`src/rtl/mult_arbiter.sv`:
```
// mult_arbiter: round-robin scheduler sharing one sequential signed multiplier
// datapath among NUM_REQ requesters. The FSM runs IDLE -> LOAD -> RUN -> DONE.
// Every output is a register or a direct copy of one, so no combinational path
// exists from req to any output.
//
// Optional feature: define MULT_ARB_TIMEOUT_EN to abort an operation when RUN
// lasts TIMEOUT cycles without mul_zero. The aborted operation still returns an
// ack, with result=0 and err=1. When the macro is undefined, err is tied 0 and
// RUN waits indefinitely.
//
// Handshake: a requester raises req[i] with stable-or-not operands. The operands
// are captured on the grant edge. The requester keeps req[i] high until it sees
// its one-cycle ack[i], and drops req[i] in the cycle after ack. result is valid
// while any ack bit is high and holds until the next completion or reset.
module mult_arbiter #(
    parameter int NUM_REQ = 2,
    parameter int WIDTH   = 8,
    parameter int TIMEOUT = 64
) (
    input  logic                     clk,
    input  logic                     rst,
    input  logic [NUM_REQ-1:0]       req,
    input  logic [NUM_REQ*WIDTH-1:0] op_a,
    input  logic [NUM_REQ*WIDTH-1:0] op_b,
    output logic [NUM_REQ-1:0]       ack,
    output logic [2*WIDTH-1:0]       result,
    output logic                     busy,
    output logic [WIDTH-1:0]         mul_a,
    output logic [WIDTH-1:0]         mul_b,
    output logic                     mul_load,
    output logic                     mul_reg_en,
    output logic                     mul_shift_en,
    input  logic                     mul_zero,
    input  logic [2*WIDTH-1:0]       mul_product,
    output logic                     err
);

    localparam int IDX_W = (NUM_REQ > 1) ? $clog2(NUM_REQ) : 1;

    if (NUM_REQ < 2 || NUM_REQ > 8 || WIDTH < 1 || TIMEOUT < 1) begin : g_bad_param
        $error("mult_arbiter: parameter out of range");
    end

    typedef enum logic [1:0] {
        IDLE = 2'd0,
        LOAD = 2'd1,
        RUN  = 2'd2,
        DONE = 2'd3
    } state_t;

    state_t             state;
    logic [IDX_W-1:0]   ptr;
    logic [IDX_W-1:0]   idx;
    logic [IDX_W-1:0]   grant_idx;
    logic               grant_vld;
    logic [WIDTH-1:0]   sel_a;
    logic [WIDTH-1:0]   sel_b;
    logic [WIDTH-1:0]   a_q;
    logic [WIDTH-1:0]   b_q;
    logic [NUM_REQ-1:0] idx_onehot;

`ifdef MULT_ARB_TIMEOUT_EN
    localparam int CNT_W = $clog2(TIMEOUT + 1);
    logic [CNT_W-1:0] run_cnt;
    logic             err_q;
    assign err = err_q;
`else
    assign err = 1'b0;
`endif

    // Operands go to the datapath straight from the latched copies, so they stay
    // stable from LOAD through DONE regardless of what the requester does.
    assign mul_a = a_q;
    assign mul_b = b_q;

    // Round-robin pick: the lowest set req at or above ptr, else the lowest set req (wrap).
    always_comb begin
        grant_vld = |req;
        grant_idx = '0;
        for (int j = NUM_REQ - 1; j >= 0; j--) begin
            if (req[j]) begin
                grant_idx = IDX_W'(j);
            end
        end
        for (int j = NUM_REQ - 1; j >= 0; j--) begin
            if (req[j] && (IDX_W'(j) >= ptr)) begin
                grant_idx = IDX_W'(j);
            end
        end
    end

    // Operand mux for the requester about to be granted, plus the one-hot ack pattern.
    always_comb begin
        sel_a      = '0;
        sel_b      = '0;
        idx_onehot = '0;
        for (int j = 0; j < NUM_REQ; j++) begin
            if (grant_idx == IDX_W'(j)) begin
                sel_a = op_a[j*WIDTH +: WIDTH];
                sel_b = op_b[j*WIDTH +: WIDTH];
            end
            if (idx == IDX_W'(j)) begin
                idx_onehot[j] = 1'b1;
            end
        end
    end

    // Scheduler FSM with registered Moore outputs; reset overrides everything, including mid-RUN.
    always_ff @(posedge clk) begin
        if (rst) begin
            state        <= IDLE;
            ptr          <= '0;
            idx          <= '0;
            a_q          <= '0;
            b_q          <= '0;
            ack          <= '0;
            result       <= '0;
            busy         <= 1'b0;
            mul_load     <= 1'b0;
            mul_reg_en   <= 1'b0;
            mul_shift_en <= 1'b0;
`ifdef MULT_ARB_TIMEOUT_EN
            run_cnt      <= '0;
            err_q        <= 1'b0;
`endif
        end else begin
            case (state)
                IDLE: begin
                    if (grant_vld) begin
                        state      <= LOAD;
                        idx        <= grant_idx;
                        a_q        <= sel_a;
                        b_q        <= sel_b;
                        busy       <= 1'b1;
                        mul_load   <= 1'b1;
                        mul_reg_en <= 1'b1;
                    end
                end
                LOAD: begin
                    state        <= RUN;
                    mul_load     <= 1'b0;
                    mul_shift_en <= 1'b1;
`ifdef MULT_ARB_TIMEOUT_EN
                    run_cnt      <= '0;
`endif
                end
                RUN: begin
                    // mul_zero has priority, so a flag arriving on the limit cycle is a normal completion.
                    if (mul_zero) begin
                        state        <= DONE;
                        result       <= mul_product;
                        ack          <= idx_onehot;
                        mul_shift_en <= 1'b0;
                        mul_reg_en   <= 1'b0;
`ifdef MULT_ARB_TIMEOUT_EN
                    end else if (run_cnt == CNT_W'(TIMEOUT - 1)) begin
                        state        <= DONE;
                        result       <= '0;
                        ack          <= idx_onehot;
                        err_q        <= 1'b1;
                        mul_shift_en <= 1'b0;
                        mul_reg_en   <= 1'b0;
                    end else begin
                        run_cnt      <= run_cnt + CNT_W'(1);
`endif
                    end
                end
                DONE: begin
                    state <= IDLE;
                    ack   <= '0;
                    busy  <= 1'b0;
                    ptr   <= (idx == IDX_W'(NUM_REQ - 1)) ? '0 : idx + IDX_W'(1);
`ifdef MULT_ARB_TIMEOUT_EN
                    err_q <= 1'b0;
`endif
                end
                default: state <= IDLE;
            endcase
        end
    end

endmodule

```
`config.mk`:
```
export PLATFORM = sky130hd
export DESIGN_NAME = mult_arbiter
export DESIGN_NICKNAME = d
export VERILOG_FILES = /design/src/rtl/mult_arbiter.sv
export SDC_FILE = /design/constraint.sdc
export NUM_CORES = 1
export LEC_CHECK = 0
export CORE_UTILIZATION = 44
export DETAILED_ROUTE_END_ITERATION = 8
export GPL_ROUTABILITY_DRIVEN = 0
export PLACE_DENSITY = 0.9
export SLEW_MARGIN = 20
export SYNTH_ARGS = -nofsm -noshare
export SYNTH_HDL_FRONTEND = slang
export SYNTH_SLANG_ARGS = --single-unit
```
`constraint.sdc`:
```
create_clock -name clk -period 2.5 [get_ports clk]
set_input_delay 0.5 -clock clk [delete_from_list [all_inputs] [get_ports clk]]
set_output_delay 0.5 -clock clk [all_outputs]
set_load 0.05 [all_outputs]
```
==> metrics.cfg <==
[run_status]
status=finished, final reports clean

[die]
die_area_um2=4859
rows=24
core_um2=4384
initial_core_util_pct=46.00
die_h_um=69.71
die_x_um=69.71
pin_count=92

[logic_synthesis]
ys_ff_latch=42
syn-cell-area_um2=2017
syn_avg_cell_area_um2=9.004
yosys.area.top_type_share_pct=41.69
ys_warn_count=0
netlist_top_cells_area=dfxtp_1, a311oi_2, nand2_1
synth_cells=224
postSynthNetCount=283
async_reset_ff_share_pct=0
synth_area_leader_cell=dfxtp_1
synth_edf_count=0
synthDistinctLibCells=35
ys_seq_area_share_pct=41.69
synthTopCellsByCount=dfxtp_1, nand2_1, a21oi_1
ys.flop_type=dfxtp_1
synth_most_common_cell=dfxtp_1

[pwr]
power_frac_comb_pct=53.7
power_frac_clock_pct=16.3
leakage_nw=1.038
power_mw=3.231
peakVddDrop_uv=660.5
p_int_mw=1.781
swShare_pct=44.88
seq_power_share_pct=30.0
power.density_nw_per_um2=1092
p_sw_mw=1.450

[place]
dpl.hpwl_um=3625
placed_cells=348
pre_cts_ws_ns=0.3958
io_buffers=90
place_area_um2=2849

[grt]
grt_max_degree=44
grt_util_met2_pct=37.76
antenna_found_initial=0
busiest_layer=met2
grt_pass1_vias=1881
grt_use_met3_pct=6.250
use_met1_pct=26.43
track_usage_pct=21.93
grt_pass1_wl_um=8556
grt_overflow=0

[critical_path]
cp.depth=1
crit_fanout=2
ff2ff_path_depth=5
end_kind=output port
crit_path_start_kind=flip-flop
critPathArrivalTime_ns=1.49
required_ns=2.00
path_buf_inv=1
ff2ff_setup_slack_ns=0.78
cp_top_family=buffers and inverters
worst_path_max_delay_cell=clkdlybuf4s50_1
critical_path_class=flip-flop to output port
max_stage_delay_ns=0.83
path_cells=clkdlybuf4s50_1

[timing]
fin_crit_sh_pct=79.69
rsz0062_at_grt=false
tns_ns=0
finalCriticalPeriod_ns=1.992
max_freq_mhz=502.0
fin_ws_ns=0.5078
setup_viol=0
drv_slew=0
max_slew_margin_pct=39.12
finClkSkew_ns=0.003826
finalHoldViolations=0
whs_ns=0.4523
tightest_slew_ns=0.9132

[routing]
wl_per_cell_um=14.13
viasPerCell=5.388
num_vias=1918
wl_um=5030
ant_nets=0
dr.pass1.iters=4
route.detailed.drc=0
first_iter_violations=127

[clock_tree]
cts_resized=0
cts_tree=done
cts_max_level=2
clockBufferDepth=2
clockRootBuffer=clkbuf_8
cts_buffers=5
cts_setup_buffers=0
cts.sinks=42
cts_hold_buf=0
insertion_delay_ns=0.30
path_clk_slew_ns=0.08

[job]
max-cap-violations=0

[finish]
drive_above_1_share_pct=13.82
utilization_pct=67.47
multi_input_area_um2=1017
insertedDiodeCount=0
final_area_um2=2958
register_area_um2=840.8
final_cells=356
syn2layout_area_growth_pct=46.65
fillers=355
fin_nets=362

[min_path]
min_path_cells=2
hold_path_class=flip-flop to flip-flop

-- worst paths after layout --
| check | to | start |
|---|---|---|
| setup / recovery | mul_a[4] | mul_a[4]$_SDFFE_PP0P_ |
| hold / removal | result[2]$_SDFFE_PP0P_ | result[2]$_SDFFE_PP0P_ |
| setup reg to reg | state[0]$_SDFFE_PP0P_ | state[0]$_SDFFE_PP0P_ |
| hold reg to reg | result[2]$_SDFFE_PP0P_ | result[2]$_SDFFE_PP0P_ |
-- power by group through the flow --
stage               clock [mW]  sequential [mW]  combinational (mW)
floorplan                    0             1.50               0.835
global placement             0            0.975                1.69
detailed placement           0            0.980                1.74
CTS                      0.535            0.970                1.75
global route             0.564            0.995                1.87
finish                   0.527            0.969                1.74
-- worst min-delay path, delay by kind of cell, from the launching register on --
kind,cells,cell delay [ns]
AO/OA/AOI/OAI,1,0.05
flip-flops,1,0.31
AND/OR/NAND/NOR,1,0.05
-- layout make-up --
cell class	count	share of cell area, %
Tap cell	52	2.200
Sequential cell	42	28.43
Inverter	6	0.7614
Multi-Input combinational cell	157	34.39
Clock buffer	5	2.327
Clock inverter	3	1.354
Timing Repair Buffer	91	30.54
-- logic make-up (layout without fill, tap and decap cells) --
| family | Yosys count | after routing | synth area share, % |
|---|---|---|---|
| other cells | 1 | 1 | 0.1859 |
| flops | 42 | 42 | 41.69 |
| mux | 2 | 2 | 1.055 |
| compound gates | 62 | 62 | 24.69 |
| buf+inv | 25 | 105 | 7.878 |
| fa+ha+maj | 6 | 6 | 3.722 |
| simple gates | 86 | 86 | 20.78 |
-- sequential cells by signal (all words and copies together), names as in the netlist --
register,cells
result,16
mul_b,8
mul_load,1
mul_reg_en,1
mul_shift_en,1
ptr,1
mul_a,8
busy,1
idx,1
state,2
ack,2
-- cells in the final DEF (no fill, tap or decap), types with 2 or more instances in the layout --
master | netlist | final
a21oi_1 | 21 | 21
a311oi_2 | 16 | 16
clkbuf_8 | 0 | 5
clkdlybuf4s50_1 | 0 | 89
clkinv_2 | 0 | 2
dfxtp_1 | 42 | 42
ha_1 | 6 | 6
inv_1 | 6 | 6
nand2_1 | 37 | 37
nand3_1 | 16 | 16
nor2_1 | 10 | 10
nor2_2 | 12 | 12
nor2b_1 | 2 | 2
o21ai_0 | 19 | 19
or4_1 | 2 | 2
-- routing by layer --
| metal | share of wire (%) | vias to the layer above |
|---|---|---|
| met1 | 41 | 890 |
| met3 | 7.5 | 11 |
| met5 | 0 | - |
| li1 | - | 942 |
| met2 | 50 | 75 |
| met4 | 1.5 | 0 |
Note: power is estimated with default switching activity, not from simulation.
